<file path="config.mk">
export PLATFORM = sky130hd
export DESIGN_NAME = instr_execute_flat
export DESIGN_NICKNAME = d
export VERILOG_FILES = /design/src/rtl/instr_execute_if.sv /design/src/rtl/instr_execute.sv /design/src/flat_wrapper.sv
export SDC_FILE = /design/constraint.sdc
export NUM_CORES = 1
export LEC_CHECK = 0
export ABC_CLOCK_PERIOD_IN_PS = 1700
export BUFFER_PORTS_ARGS = -buffer_cell sky130_fd_sc_hd__buf_2
export CAP_MARGIN = 0
export CORE_MARGIN = 1
export CORE_UTILIZATION = 40
export DETAILED_ROUTE_END_ITERATION = 6
export PLACE_DENSITY = 0.59
export SLEW_MARGIN = 10
export SYNTH_ARGS = -nofsm -noshare
export SYNTH_HDL_FRONTEND = slang
export SYNTH_SLANG_ARGS = --single-unit
</file>
<file path="constraint.sdc">
create_clock -name clk -period 1.7 [get_ports clk]
set_clock_uncertainty 0.05 [all_clocks]
set_input_delay 0.085 -clock clk [delete_from_list [all_inputs] [get_ports clk]]
set_output_delay 0.085 -clock clk [all_outputs]
set_load 0.02 [all_outputs]
</file>
<file path="src/rtl/instr_execute_if.sv">
// instr_execute_if: operand/flag bundle between the operand-fetch stage,
// the execute-stage ALU and its consumers (operand store and control FSM).
// The master side drives operands, flags, opcode and the execute enable;
// the slave side (the ALU) returns the registered result and flag bytes.
interface instr_execute_if;
  logic       fsm_ie_en;
  logic [7:0] of_ie_operand_des;
  logic [7:0] of_ie_operand_des_high;
  logic [7:0] of_ie_operand_sou;
  logic [7:0] of_ie_operand_sou_high;
  logic [7:0] of_ie_flag_reg;
  logic [4:0] of_ie_operation;
  logic [7:0] ie_os_result;
  logic [7:0] ie_os_result_high;
  logic [7:0] ie_os_flag_reg;
  logic [7:0] ie_fsm_flag_reg;

  modport master (
    output fsm_ie_en,
    output of_ie_operand_des,
    output of_ie_operand_des_high,
    output of_ie_operand_sou,
    output of_ie_operand_sou_high,
    output of_ie_flag_reg,
    output of_ie_operation,
    input  ie_os_result,
    input  ie_os_result_high,
    input  ie_os_flag_reg,
    input  ie_fsm_flag_reg
  );

  modport slave (
    input  fsm_ie_en,
    input  of_ie_operand_des,
    input  of_ie_operand_des_high,
    input  of_ie_operand_sou,
    input  of_ie_operand_sou_high,
    input  of_ie_flag_reg,
    input  of_ie_operation,
    output ie_os_result,
    output ie_os_result_high,
    output ie_os_flag_reg,
    output ie_fsm_flag_reg
  );
endinterface

</file>
<file path="src/rtl/instr_execute.sv">
// instr_execute: Z80 execute-stage ALU. Computes the 8- or 16-bit result and
// the new flag byte (S Z Y H X P/V N C, bit 7 down to bit 0) for one decoded
// operation and registers them; outputs move only when fsm_ie_en is high.
module instr_execute (
  input  logic           clk,
  input  logic           reset,
  instr_execute_if.slave bus
);

  // Operation codes presented by the operand-fetch stage; 25..31 behave as NOP.
  localparam logic [4:0] OP_NOP   = 5'd0;
  localparam logic [4:0] OP_ADD   = 5'd1;
  localparam logic [4:0] OP_ADC   = 5'd2;
  localparam logic [4:0] OP_SUB   = 5'd3;
  localparam logic [4:0] OP_SBC   = 5'd4;
  localparam logic [4:0] OP_AND   = 5'd5;
  localparam logic [4:0] OP_OR    = 5'd6;
  localparam logic [4:0] OP_XOR   = 5'd7;
  localparam logic [4:0] OP_CP    = 5'd8;
  localparam logic [4:0] OP_INC   = 5'd9;
  localparam logic [4:0] OP_DEC   = 5'd10;
  localparam logic [4:0] OP_ADD16 = 5'd11;
  localparam logic [4:0] OP_ADC16 = 5'd12;
  localparam logic [4:0] OP_SBC16 = 5'd13;
  localparam logic [4:0] OP_RLC   = 5'd14;
  localparam logic [4:0] OP_RRC   = 5'd15;
  localparam logic [4:0] OP_RL    = 5'd16;
  localparam logic [4:0] OP_RR    = 5'd17;
  localparam logic [4:0] OP_SLA   = 5'd18;
  localparam logic [4:0] OP_SRA   = 5'd19;
  localparam logic [4:0] OP_SRL   = 5'd20;
  localparam logic [4:0] OP_CPL   = 5'd21;
  localparam logic [4:0] OP_NEG   = 5'd22;
  localparam logic [4:0] OP_SCF   = 5'd23;
  localparam logic [4:0] OP_CCF   = 5'd24;

  // P/V for logic ops, rotates and shifts: set when the byte has an even number of ones.
  function automatic logic parity_even(input logic [7:0] value);
    return ~(^value);
  endfunction

  // Flag byte shared by logic ops, rotates and shifts: S, Z, Y, X and parity from
  // the result, N cleared; H and C supplied by the caller.
  function automatic logic [7:0] result_flags(input logic [7:0] res, input logic half,
                                              input logic carry);
    return {res[7], (res == 8'h00), res[5], half, res[3], parity_even(res), 1'b0, carry};
  endfunction

  logic [7:0]  d_s, dh_s, s_s, sh_s, f_s;
  logic [4:0]  op_s;
  logic        cin_s;

  assign d_s   = bus.of_ie_operand_des;
  assign dh_s  = bus.of_ie_operand_des_high;
  assign s_s   = bus.of_ie_operand_sou;
  assign sh_s  = bus.of_ie_operand_sou_high;
  assign f_s   = bus.of_ie_flag_reg;
  assign op_s  = bus.of_ie_operation;
  assign cin_s = bus.of_ie_flag_reg[0];

  // ---------------------------------------------------------------------------
  // 8-bit adder/subtractor shared by ADD/ADC/SUB/SBC/CP/INC/DEC/NEG
  // ---------------------------------------------------------------------------
  logic [7:0] a8_s, b8_s, res8_s, arith8_flags_s;
  logic       c8_s, sub8_s, half8_s, ovf8_s, carry8_s;
  logic [8:0] sum8_s;

  // Pick the adder operands, carry-in and direction for the current opcode.
  always_comb begin
    a8_s   = d_s;
    b8_s   = s_s;
    c8_s   = 1'b0;
    sub8_s = 1'b0;
    case (op_s)
      OP_ADC: begin
        c8_s = cin_s;
      end
      OP_SUB, OP_CP: begin
        sub8_s = 1'b1;
      end
      OP_SBC: begin
        sub8_s = 1'b1;
        c8_s   = cin_s;
      end
      OP_INC: begin
        b8_s = 8'h01;
      end
      OP_DEC: begin
        b8_s   = 8'h01;
        sub8_s = 1'b1;
      end
      OP_NEG: begin
        a8_s   = 8'h00;
        b8_s   = d_s;
        sub8_s = 1'b1;
      end
      default: begin
        a8_s   = d_s;
        b8_s   = s_s;
        c8_s   = 1'b0;
        sub8_s = 1'b0;
      end
    endcase
  end

  // 9-bit add or subtract; bit 8 is the carry (or borrow) out of bit 7.
  always_comb begin
    if (sub8_s) begin
      sum8_s = {1'b0, a8_s} - {1'b0, b8_s} - {8'h00, c8_s};
    end else begin
      sum8_s = {1'b0, a8_s} + {1'b0, b8_s} + {8'h00, c8_s};
    end
  end

  assign res8_s   = sum8_s[7:0];
  assign carry8_s = sum8_s[8];
  // Carry/borrow into bit 4 recovered from the operand and result bits.
  assign half8_s  = a8_s[4] ^ b8_s[4] ^ res8_s[4];
  // Signed overflow: add with like signs, or subtract with unlike signs, that flips the sign.
  assign ovf8_s   = (sub8_s ? (a8_s[7] ^ b8_s[7]) : ~(a8_s[7] ^ b8_s[7])) & (a8_s[7] ^ res8_s[7]);
  assign arith8_flags_s = {res8_s[7], (res8_s == 8'h00), res8_s[5], half8_s,
                           res8_s[3], ovf8_s, sub8_s, carry8_s};

  // ---------------------------------------------------------------------------
  // 16-bit adder/subtractor for ADD16/ADC16/SBC16
  // ---------------------------------------------------------------------------
  logic [15:0] a16_s, b16_s, res16_s;
  logic [16:0] sum16_s;
  logic        c16_s, sub16_s, half16_s, ovf16_s, carry16_s;

  assign a16_s   = {dh_s, d_s};
  assign b16_s   = {sh_s, s_s};
  assign c16_s   = ((op_s == OP_ADC16) || (op_s == OP_SBC16)) ? cin_s : 1'b0;
  assign sub16_s = (op_s == OP_SBC16);

  // 17-bit add or subtract; bit 16 is the carry (or borrow) out of bit 15.
  always_comb begin
    if (sub16_s) begin
      sum16_s = {1'b0, a16_s} - {1'b0, b16_s} - {16'h0000, c16_s};
    end else begin
      sum16_s = {1'b0, a16_s} + {1'b0, b16_s} + {16'h0000, c16_s};
    end
  end

  assign res16_s   = sum16_s[15:0];
  assign carry16_s = sum16_s[16];
  // Carry/borrow into bit 12 (the 16-bit half carry).
  assign half16_s  = a16_s[12] ^ b16_s[12] ^ res16_s[12];
  assign ovf16_s   = (sub16_s ? (a16_s[15] ^ b16_s[15]) : ~(a16_s[15] ^ b16_s[15]))
                     & (a16_s[15] ^ res16_s[15]);

  // ---------------------------------------------------------------------------
  // Logic unit and rotate/shift unit (all operate on the destination byte)
  // ---------------------------------------------------------------------------
  logic [7:0] log_res_s, sh_res_s;
  logic       sh_carry_s;

  // Bitwise AND/OR/XOR result.
  always_comb begin
    case (op_s)
      OP_AND:  log_res_s = d_s & s_s;
      OP_OR:   log_res_s = d_s | s_s;
      OP_XOR:  log_res_s = d_s ^ s_s;
      default: log_res_s = d_s;
    endcase
  end

  // Rotate/shift result and the bit shifted out into C.
  always_comb begin
    case (op_s)
      OP_RLC: begin
        sh_res_s   = {d_s[6:0], d_s[7]};
        sh_carry_s = d_s[7];
      end
      OP_RRC: begin
        sh_res_s   = {d_s[0], d_s[7:1]};
        sh_carry_s = d_s[0];
      end
      OP_RL: begin
        sh_res_s   = {d_s[6:0], cin_s};
        sh_carry_s = d_s[7];
      end
      OP_RR: begin
        sh_res_s   = {cin_s, d_s[7:1]};
        sh_carry_s = d_s[0];
      end
      OP_SLA: begin
        sh_res_s   = {d_s[6:0], 1'b0};
        sh_carry_s = d_s[7];
      end
      OP_SRA: begin
        sh_res_s   = {d_s[7], d_s[7:1]};
        sh_carry_s = d_s[0];
      end
      OP_SRL: begin
        sh_res_s   = {1'b0, d_s[7:1]};
        sh_carry_s = d_s[0];
      end
      default: begin
        sh_res_s   = d_s;
        sh_carry_s = 1'b0;
      end
    endcase
  end

  // ---------------------------------------------------------------------------
  // Result/flag selection and output registers
  // ---------------------------------------------------------------------------
  logic [7:0] result_d, result_high_d, flags_d;
  logic [7:0] result_q, result_high_q, flags_q;
  logic [7:0] cpl_res_s;

  assign cpl_res_s = ~d_s;

  // Select the next result bytes and flag byte for the current opcode.
  always_comb begin
    result_d      = d_s;
    result_high_d = 8'h00;
    flags_d       = f_s;
    case (op_s)
      OP_NOP: begin
        result_d = d_s;
        flags_d  = f_s;
      end
      OP_ADD, OP_ADC, OP_SUB, OP_SBC, OP_NEG: begin
        result_d = res8_s;
        flags_d  = arith8_flags_s;
      end
      OP_CP: begin
        // Compare: flags of the subtraction, destination passes through.
        result_d = d_s;
        flags_d  = arith8_flags_s;
      end
      OP_INC, OP_DEC: begin
        result_d = res8_s;
        flags_d  = {arith8_flags_s[7:1], cin_s};
      end
      OP_AND, OP_OR, OP_XOR: begin
        result_d = log_res_s;
        flags_d  = result_flags(log_res_s, (op_s == OP_AND), 1'b0);
      end
      OP_ADD16: begin
        // ADD16 leaves S, Z and P/V untouched.
        {result_high_d, result_d} = res16_s;
        flags_d = {f_s[7], f_s[6], res16_s[13], half16_s, res16_s[11], f_s[2], 1'b0, carry16_s};
      end
      OP_ADC16, OP_SBC16: begin
        {result_high_d, result_d} = res16_s;
        flags_d = {res16_s[15], (res16_s == 16'h0000), res16_s[13], half16_s,
                   res16_s[11], ovf16_s, sub16_s, carry16_s};
      end
      OP_RLC, OP_RRC, OP_RL, OP_RR, OP_SLA, OP_SRA, OP_SRL: begin
        result_d = sh_res_s;
        flags_d  = result_flags(sh_res_s, 1'b0, sh_carry_s);
      end
      OP_CPL: begin
        result_d = cpl_res_s;
        flags_d  = {f_s[7], f_s[6], cpl_res_s[5], 1'b1, cpl_res_s[3], f_s[2], 1'b1, f_s[0]};
      end
      OP_SCF: begin
        result_d = d_s;
        flags_d  = {f_s[7], f_s[6], d_s[5], 1'b0, d_s[3], f_s[2], 1'b0, 1'b1};
      end
      OP_CCF: begin
        // Old carry moves into H, carry is inverted.
        result_d = d_s;
        flags_d  = {f_s[7], f_s[6], d_s[5], f_s[0], d_s[3], f_s[2], 1'b0, ~f_s[0]};
      end
      default: begin
        result_d      = d_s;
        result_high_d = 8'h00;
        flags_d       = f_s;
      end
    endcase
  end

  // Output registers: cleared asynchronously by reset, loaded only when enabled.
  always_ff @(posedge clk or negedge reset) begin
    if (!reset) begin
      result_q      <= 8'h00;
      result_high_q <= 8'h00;
      flags_q       <= 8'h00;
    end else if (bus.fsm_ie_en) begin
      result_q      <= result_d;
      result_high_q <= result_high_d;
      flags_q       <= flags_d;
    end else begin
      result_q      <= result_q;
      result_high_q <= result_high_q;
      flags_q       <= flags_q;
    end
  end

  assign bus.ie_os_result      = result_q;
  assign bus.ie_os_result_high = result_high_q;
  assign bus.ie_os_flag_reg    = flags_q;
  assign bus.ie_fsm_flag_reg   = flags_q;

endmodule

</file>
<file path="src/flat_wrapper.sv">
// flat-port wrapper written by rule: the top's interface ports become plain ports
module instr_execute_flat 
  (clk, reset, bus_fsm_ie_en, bus_of_ie_operand_des, bus_of_ie_operand_des_high, bus_of_ie_operand_sou, bus_of_ie_operand_sou_high, bus_of_ie_flag_reg, bus_of_ie_operation, bus_ie_os_result, bus_ie_os_result_high, bus_ie_os_flag_reg, bus_ie_fsm_flag_reg);
  instr_execute_if bus_i ();
  input  logic clk;
  input  logic reset;
  input wire logic [$bits(bus_i.fsm_ie_en)-1:0] bus_fsm_ie_en;
  input wire logic [$bits(bus_i.of_ie_operand_des)-1:0] bus_of_ie_operand_des;
  input wire logic [$bits(bus_i.of_ie_operand_des_high)-1:0] bus_of_ie_operand_des_high;
  input wire logic [$bits(bus_i.of_ie_operand_sou)-1:0] bus_of_ie_operand_sou;
  input wire logic [$bits(bus_i.of_ie_operand_sou_high)-1:0] bus_of_ie_operand_sou_high;
  input wire logic [$bits(bus_i.of_ie_flag_reg)-1:0] bus_of_ie_flag_reg;
  input wire logic [$bits(bus_i.of_ie_operation)-1:0] bus_of_ie_operation;
  output wire logic [$bits(bus_i.ie_os_result)-1:0] bus_ie_os_result;
  output wire logic [$bits(bus_i.ie_os_result_high)-1:0] bus_ie_os_result_high;
  output wire logic [$bits(bus_i.ie_os_flag_reg)-1:0] bus_ie_os_flag_reg;
  output wire logic [$bits(bus_i.ie_fsm_flag_reg)-1:0] bus_ie_fsm_flag_reg;
  assign bus_i.fsm_ie_en = bus_fsm_ie_en;
  assign bus_i.of_ie_operand_des = bus_of_ie_operand_des;
  assign bus_i.of_ie_operand_des_high = bus_of_ie_operand_des_high;
  assign bus_i.of_ie_operand_sou = bus_of_ie_operand_sou;
  assign bus_i.of_ie_operand_sou_high = bus_of_ie_operand_sou_high;
  assign bus_i.of_ie_flag_reg = bus_of_ie_flag_reg;
  assign bus_i.of_ie_operation = bus_of_ie_operation;
  assign bus_ie_os_result = bus_i.ie_os_result;
  assign bus_ie_os_result_high = bus_i.ie_os_result_high;
  assign bus_ie_os_flag_reg = bus_i.ie_os_flag_reg;
  assign bus_ie_fsm_flag_reg = bus_i.ie_fsm_flag_reg;
  instr_execute u_core (.clk(clk), .reset(reset), .bus(bus_i));
endmodule
</file>
# [Word-level counts from Yosys, hierarchy flattened]
# Index checks and enable logic that the tools add are counted.
[totals] register_bits=24 latchBits=0 ramBits=0 romBits=0 in_bits=48 out_inout_bits=32 wordCells=87 memories=0
[classes] n_addsub=8 n_mul=0 div=0 order_cmp=0 n_eq_ne=24 n_shift=0 n_mux=15 bitwise=19 reduce_logical=18
[ops] operator="8-bit case mux with 9 select lines" count=1
[ops] operator="8-bit case mux with 7 select lines" count=1
[ops] operator="5-bit equality test (second input constant)" count=9
[ops] operator="5-bit by 4-bit equality test with 1-bit output (second input constant)" count=8
[ops] operator="8-bit case mux with 5 select lines" count=1
[ops] operator="8-bit logical NOT" count=3
[ops] operator="8-bit case mux with 3 select lines" count=1
[ops] operator="5-bit by 3-bit equality test with 1-bit output (second input constant)" count=4
[ops] operator="16-bit by 16-bit adder with 17-bit output" count=1
[ops] operator="17-bit by 1-bit adder with 17-bit output" count=1
[ops] operator="17-bit two-way mux" count=1
[ops] operator="16-bit by 16-bit subtractor with 17-bit output" count=1
[ops] operator="17-bit by 1-bit subtractor with 17-bit output" count=1
[ops] operator="16-bit logical NOT" count=1
[ops] operator="8-bit two-way mux" count=2
[ops] operator="8-bit case mux with 2 select lines" count=1
[ops] operator="8-bit XOR reduction" count=2
[ops] operator="7-bit OR reduction" count=2
[ops] operator="5-bit by 2-bit equality test with 1-bit output (second input constant)" count=2
[ops] operator="8-bit by 8-bit adder with 9-bit output" count=1
[ops] operator="9-bit by 1-bit adder with 9-bit output" count=1
[ops] operator="9-bit two-way mux" count=1
[ops] operator="3-bit OR reduction" count=3
[ops] operator="8-bit by 8-bit subtractor with 9-bit output" count=1
[ops] operator="other kinds (16)" count=34

# [Longest topological paths before layout]
[depth] ltp_word=9 depth_mapped=19 depth_no_buf=17

# [Least setup slack after synthesis]
# OpenSTA, ideal clock, no wires.
[synth_path] kind="input-to-reg" from="in bus_of_ie_operation[1]" to="reg u_core.flags_q[6] (netlist: u_core.bus.ie_fsm_flag_reg[6])" setup_time_ns=0.110 arrival_time_ns=3.964 slack_ns=-2.424 cell_stages=19 path_cell_list="buf_2 > clkbuf_1 > clkbuf_1 > xnor2_1 > nor3_1 > nor2_1 > nand2_1 > o21ai_0 > ha_1 > inv_1 > ha_1 > and3_1 > a221o_1 > o21ai_0 > or4b_1 > o211a_2 > a2111oi_2 > o22ai_1 > o41ai_1"
[synth_via] elab_chain_cells=8 word_cells_on_any_way=52 cone_classes="add/sub: 6; eq/ne: 24; mux: 10; reduce/logical: 12"
[synth_rtl] item="start, declared" line="flat_wrapper.sv:13" source="input wire logic [$bits(bus_i.of_ie_operation)-1:0] bus_of_ie_operation;"
[synth_rtl] item="5-bit by 4-bit equality test with 1-bit output" line="instr_execute.sv:74, instr_execute.sv:220"
[synth_rtl] item="2-bit OR reduction (no source line)"
[synth_rtl] item="8-bit case mux with 2 select lines" line="instr_execute.sv:74" source="case (op_s)"
[synth_rtl] item="8-bit by 8-bit adder with 9-bit output or 8-bit by 8-bit subtractor with 9-bit output (tied branches)" line="instr_execute.sv:111, instr_execute.sv:109"
[synth_rtl] item="9-bit by 1-bit adder with 9-bit output or 9-bit by 1-bit subtractor with 9-bit output (tied branches)" line="instr_execute.sv:111, instr_execute.sv:109"
[synth_rtl] item="9-bit two-way mux" line="instr_execute.sv:108" source="if (sub8_s) begin"
[synth_rtl] item="8-bit logical NOT" line="instr_execute.sv:121" source="assign arith8_flags_s = {res8_s[7], (res8_s == 8'h00), res8_s[5], half8_s,"
[synth_rtl] item="8-bit case mux with 9 select lines *" line="instr_execute.sv:220" source="case (op_s)"
[synth_rtl] item="end signal, assigned" line="instr_execute.sv:286" source="flags_q <= flags_d;"
[synth_rtl] item="end signal, assigned" line="instr_execute.sv:290" source="flags_q <= flags_q;"
[synth_rtl] item="end, declared" line="instr_execute.sv:210" source="logic [7:0] result_q, result_high_q, flags_q;"
# Every way passes the cells marked *; elsewhere a longest branch is shown, timed or not.
# A chain may end at the register's enable or synchronous reset.

# [Final worst setup path]
[layout_path] from="in bus_of_ie_operation[2]" to="reg u_core.flags_q[2] (netlist: u_core.bus.ie_fsm_flag_reg[2])"
[layout_via] elab_chain_cells=9 word_cells_on_any_way=60 cone_classes="add/sub: 6; eq/ne: 24; mux: 12; bitwise: 8; reduce/logical: 10"
[layout_rtl] item="5-bit by 4-bit equality test with 1-bit output" line="instr_execute.sv:74, instr_execute.sv:220"
[layout_rtl] item="2-bit OR reduction (no source line)"
[layout_rtl] item="8-bit case mux with 2 select lines" line="instr_execute.sv:74"
[layout_rtl] item="8-bit by 8-bit adder with 9-bit output or 8-bit by 8-bit subtractor with 9-bit output (tied branches)" line="instr_execute.sv:111, instr_execute.sv:109"
[layout_rtl] item="9-bit by 1-bit adder with 9-bit output or 9-bit by 1-bit subtractor with 9-bit output (tied branches)" line="instr_execute.sv:111, instr_execute.sv:109"
[layout_rtl] item="9-bit two-way mux" line="instr_execute.sv:108"
[layout_rtl] item="1-bit XOR" line="instr_execute.sv:120" source="assign ovf8_s = (sub8_s ? (a8_s[7] ^ b8_s[7]) : ~(a8_s[7] ^ b8_s[7])) & (a8_s[7] ^ res8_s[7]);"
[layout_rtl] item="1-bit bitwise AND" line="instr_execute.sv:120"
[layout_rtl] item="8-bit case mux with 9 select lines *" line="instr_execute.sv:220"
# Marks and branches as above.

==> summary by stage <==
Global routing
The number of global-route vias before repair is 7148. The maximum number of pins on one net before global-route repair is 27. The first global-routing pass estimated 36800 um of wire. After global routing the overflow that remains totals 0. The number of antenna violations at the first check in global routing is 0. Global routing consumed, over all layers together, 31.5% of the routing resources.

Synth
After technology mapping, the gate count stands at 798. The unique cell type count in the Yosys netlist is 84. For this run, the number of Yosys warnings is 0. After synthesis, the share of flip-flops with an asynchronous set or reset is 100%. The mapped netlist covers 5780 um2. By area the synthesized netlist is led by sky130_fd_sc_hd__ha_1, sky130_fd_sc_hd__dfrtp_1, sky130_fd_sc_hd__inv_1.

The leading register cell type out of synthesis is sky130_fd_sc_hd__dfrtp_1. The net count after synthesis is 935. A synthesized cell averages 7.25 um2. Counting flops and latches in the post-synthesis netlist gives 24. The dominant cell type by area after synthesis is sky130_fd_sc_hd__ha_1. The sequential share of the synthesized area is 10.4%. Counting flops with a built-in enable in the synthesized netlist gives 0. Of the post-synthesis cell area, the dominant cell type holds 17.5%.

Setup path
The master of the slowest instance on the critical path is sky130_fd_sc_hd__o41a_1. Of all nets on the critical path, the largest fanout is 9. The category of the critical setup timing path is in2reg. The data arrival time of the critical path is 3.43 ns. The required time of the critical path is 1.82 ns.

STA classifies the critical path startpoint as an input port. The signal on the critical path passes through buf_4 -> buf_4 -> nor3_4 -> nor2_4 -> nand2_2 -> o21ai_4 -> ha_4 -> inv_2 -> ha_4 -> and3_4 -> a221o_1 -> o211a_1 -> o21a_1 -> o31ai_4 -> xnor2_1 -> o41a_1 -> o31ai_2. The type of destination of the critical path is a register. The peak per-stage delay on the critical path is 0.43 ns.

STA
After layout, the worst path uses 195% of the clock period. For the pin with the worst max-slew slack, the measured transition is 0.634 ns. The final number of max-transition violations is 0. The hold violation count in the final report came to 0. In the post-route analysis, the smallest setup slack over all paths is -1.61 ns. The worst-case headroom to the max-slew limit is 57.7%.

The minimum period implied by the final worst setup slack is 3.31 ns. The post-route worst hold slack is 0.0379 ns. The total setup violations reported at the end of the flow is 23. Setup repair after global routing could not meet its margin everywhere.

Static timing analysis puts the maximum clock frequency at 0.302 GHz.

Placement
Input and output buffers added on the ports amount to 79. The cell area reported after detailed placement is 8430 um2. Once detailed placement completed, the half-perimeter wirelength came to 19000 um. At the end of routability-driven placement, the weighted congestion stood at 0.955.

Clocking
The clock transition at the registers of the reported paths is 0.06 ns. Counting the buffers created by CTS gives 3. TritonCTS built the clock tree. CTS placed an instance of sky130_fd_sc_hd__clkbuf_16 at the clock tree root. The maximum clock insertion buffer count is 2. The number of clock sinks seen by CTS is 24. The H-tree depth is 1. For the worst-skew pair, the clock arrives at the later sink with an insertion delay of 0.25 ns.

Final layout
The number of nets at the end of the flow is 1278. Summing all multi-input logic gate instances after layout gives 5410 um2. The final-layout fill cell count is 1186. The synthesis-to-finish area growth is 63.3%. In the final layout, the share of cells above drive strength 1 is 45.6%. The post-route cell area is 9440 um2. The number of antenna diodes in the final layout is 0. Summing all flip-flop and latch instances after layout gives 601 um2.

Power and ir drop
The leakage power figure is 0.00458 uW. IR analysis of the VDD net gives a maximum drop of 0.000370 V. The power per unit of standard cell area is 564 nW/um2. The design draws 5320 uW.

Die
The floorplan step defined a core boundary enclosing 14000 um2. The die area is 14900 um2. The number of placed I/O pins is 80. Measured along the y axis, the die boundary spans 122 um. The floorplan step set the die width to 122 um.

The initial core utilization is 41.3%. The cell row count is 43.

Detailed routing
The DRC violation count after routing is 0. For this block, the via count after detailed routing is 7477. The routed wirelength normalized by instance count is 18.1 um. After detailed routing, the total wire length is 23900 um.

The residual antenna-violating net count after detailed routing is 0. The first-iteration detailed-routing DRC count is 652. After detailed routing, the number of vias per cell comes to 5.66. The number of iterations in the first detailed-routing pass is 5.

Run
Max-cap violations in this run came to 0.

Status
The final reports fail on setup timing. The run finished, with violations left.

Min path
The path class of the tightest hold or removal check is in2reg.
==> kinds of logic after synthesis <==
family | after synthesis | share of synthesized area [%]
flops | 24 | 10.4
buf+inv | 132 | 9.39
mux | 12 | 2.10
compound gates | 256 | 30.5
xor+xnor | 37 | 5.60
simple gates | 248 | 21.7
fa+ha+maj | 89 | 20.3
==> per-stage QoR <==
stage	util, %	setup TNS (ns)	std cells	setup slack [ns]
detailed placement	60.3	-34.92	1293	-1.90
floorplan	-	-26.55	798	-1.77
finish	67.5	-26.66	1320	-1.61
global placement	60.3	-33.13	1293	-1.79
global route	67.5	-29.31	1320	-1.70
CTS	64.6	-26.63	1309	-1.57
==> layout make-up <==
type                       instances  area share [%]
inverter                          88            3.50
tap                              180            2.38
clock inverter                     1           0.318
sequential                        24            6.36
clock buffer                       3           0.795
timing repair buffer             382            29.4
multi-input combinational        642            57.3
==> synthesized netlist by cell type (6+ instances only) <==
cell / instances
sky130_fd_sc_hd__ha_1: 81
sky130_fd_sc_hd__nor3_1: 19
sky130_fd_sc_hd__a21oi_1: 55
sky130_fd_sc_hd__dfrtp_1: 24
sky130_fd_sc_hd__xnor2_1: 29
sky130_fd_sc_hd__fa_1: 8
sky130_fd_sc_hd__inv_1: 87
sky130_fd_sc_hd__buf_4: 9
sky130_fd_sc_hd__a22o_1: 10
sky130_fd_sc_hd__mux2i_1: 11
sky130_fd_sc_hd__a22oi_1: 11
sky130_fd_sc_hd__a31oi_1: 15
sky130_fd_sc_hd__o211ai_1: 7
sky130_fd_sc_hd__clkbuf_1: 27
sky130_fd_sc_hd__xor2_1: 8
sky130_fd_sc_hd__nand2b_1: 18
sky130_fd_sc_hd__nor2_1: 67
sky130_fd_sc_hd__and3_1: 7
sky130_fd_sc_hd__a21o_1: 8
sky130_fd_sc_hd__nand3_1: 13
sky130_fd_sc_hd__nor4_1: 7
sky130_fd_sc_hd__o21a_1: 8
sky130_fd_sc_hd__nand2_1: 64
sky130_fd_sc_hd__nor2b_1: 9
sky130_fd_sc_hd__a211oi_1: 10
sky130_fd_sc_hd__nand4_1: 9
sky130_fd_sc_hd__o21ai_0: 52
sky130_fd_sc_hd__o21ai_1: 6
sky130_fd_sc_hd__a221oi_1: 11
==> final timing paths <==
kind / startpoint / to / slack, ns / cells after the start
setup / recovery: bus_of_ie_operation[2] / u_core.bus.ie_fsm_flag_reg[2] / -1.61 / 17
hold / removal: bus_of_ie_flag_reg[1] / u_core.bus.ie_fsm_flag_reg[1] / 0.04 / 3
setup reg to reg: u_core.bus.ie_fsm_flag_reg[6] / u_core.bus.ie_fsm_flag_reg[6] / 0.04 / 5
hold reg to reg: u_core.bus.ie_os_result[6] / u_core.bus.ie_os_result[6] / 0.44 / 1
max in group asynchronous: reset / u_core.bus.ie_os_result_high[0] / 0.93 / 2
min in group asynchronous: reset / u_core.bus.ie_fsm_flag_reg[0] / 0.31 / 2
==> layer usage <==
metal | part of all wire [%] | up-vias | track usage [%] | routed length (um)
li1 | - | 3575 | - | -
met4 | 3.2 | 0 | 8.38 | 759
met3 | 6.6 | 50 | 2.28 | 1570
met1 | 45 | 3538 | 43.8 | 10700
met5 | 0 | - | 0 | 0
met2 | 46 | 314 | 52.0 | 11000
==> critical path, delay by kind of cell <==
kind                       cells  cell delay, ns
AOI/OAI and AO/OA              7            1.70
adders and majority gates      2            0.50
xor gates and xnor gates       1            0.14
and+or+nand+nor                4            0.66
buffers and inverters          3            0.34
==> placed cells by master, fill, tap and decap left out, types with 11 or more instances in the layout <==
cell / count
sky130_fd_sc_hd__buf_4: 292
sky130_fd_sc_hd__inv_1: 80
sky130_fd_sc_hd__buf_2: 74
sky130_fd_sc_hd__ha_1: 72
sky130_fd_sc_hd__nor2_1: 61
sky130_fd_sc_hd__nand2_1: 60
sky130_fd_sc_hd__a21oi_1: 49
sky130_fd_sc_hd__o21ai_0: 31
sky130_fd_sc_hd__xnor2_1: 24
sky130_fd_sc_hd__dfrtp_1: 24
sky130_fd_sc_hd__nor3_1: 16
sky130_fd_sc_hd__o21ai_1: 14
sky130_fd_sc_hd__nand2b_1: 12
sky130_fd_sc_hd__a31oi_1: 11
==> where the power goes <==
| group | internal [uW] | switching [uW] | total [uW] |
|---|---|---|---|
| clock network | 468 | 198 | 665 |
| registers | 643 | 51.2 | 694 |
| logic | 1920 | 2040 | 3960 |
==> timing repair <==
item,CTS,global route
endpoints found under the hold margin,24,0
pin swaps,43,48
hold buffers,1,0
gates resized for setup,89,70
setup endpoints to repair,24,24
setup buffers,11,11
Note: power is estimated with default switching activity, not from simulation.
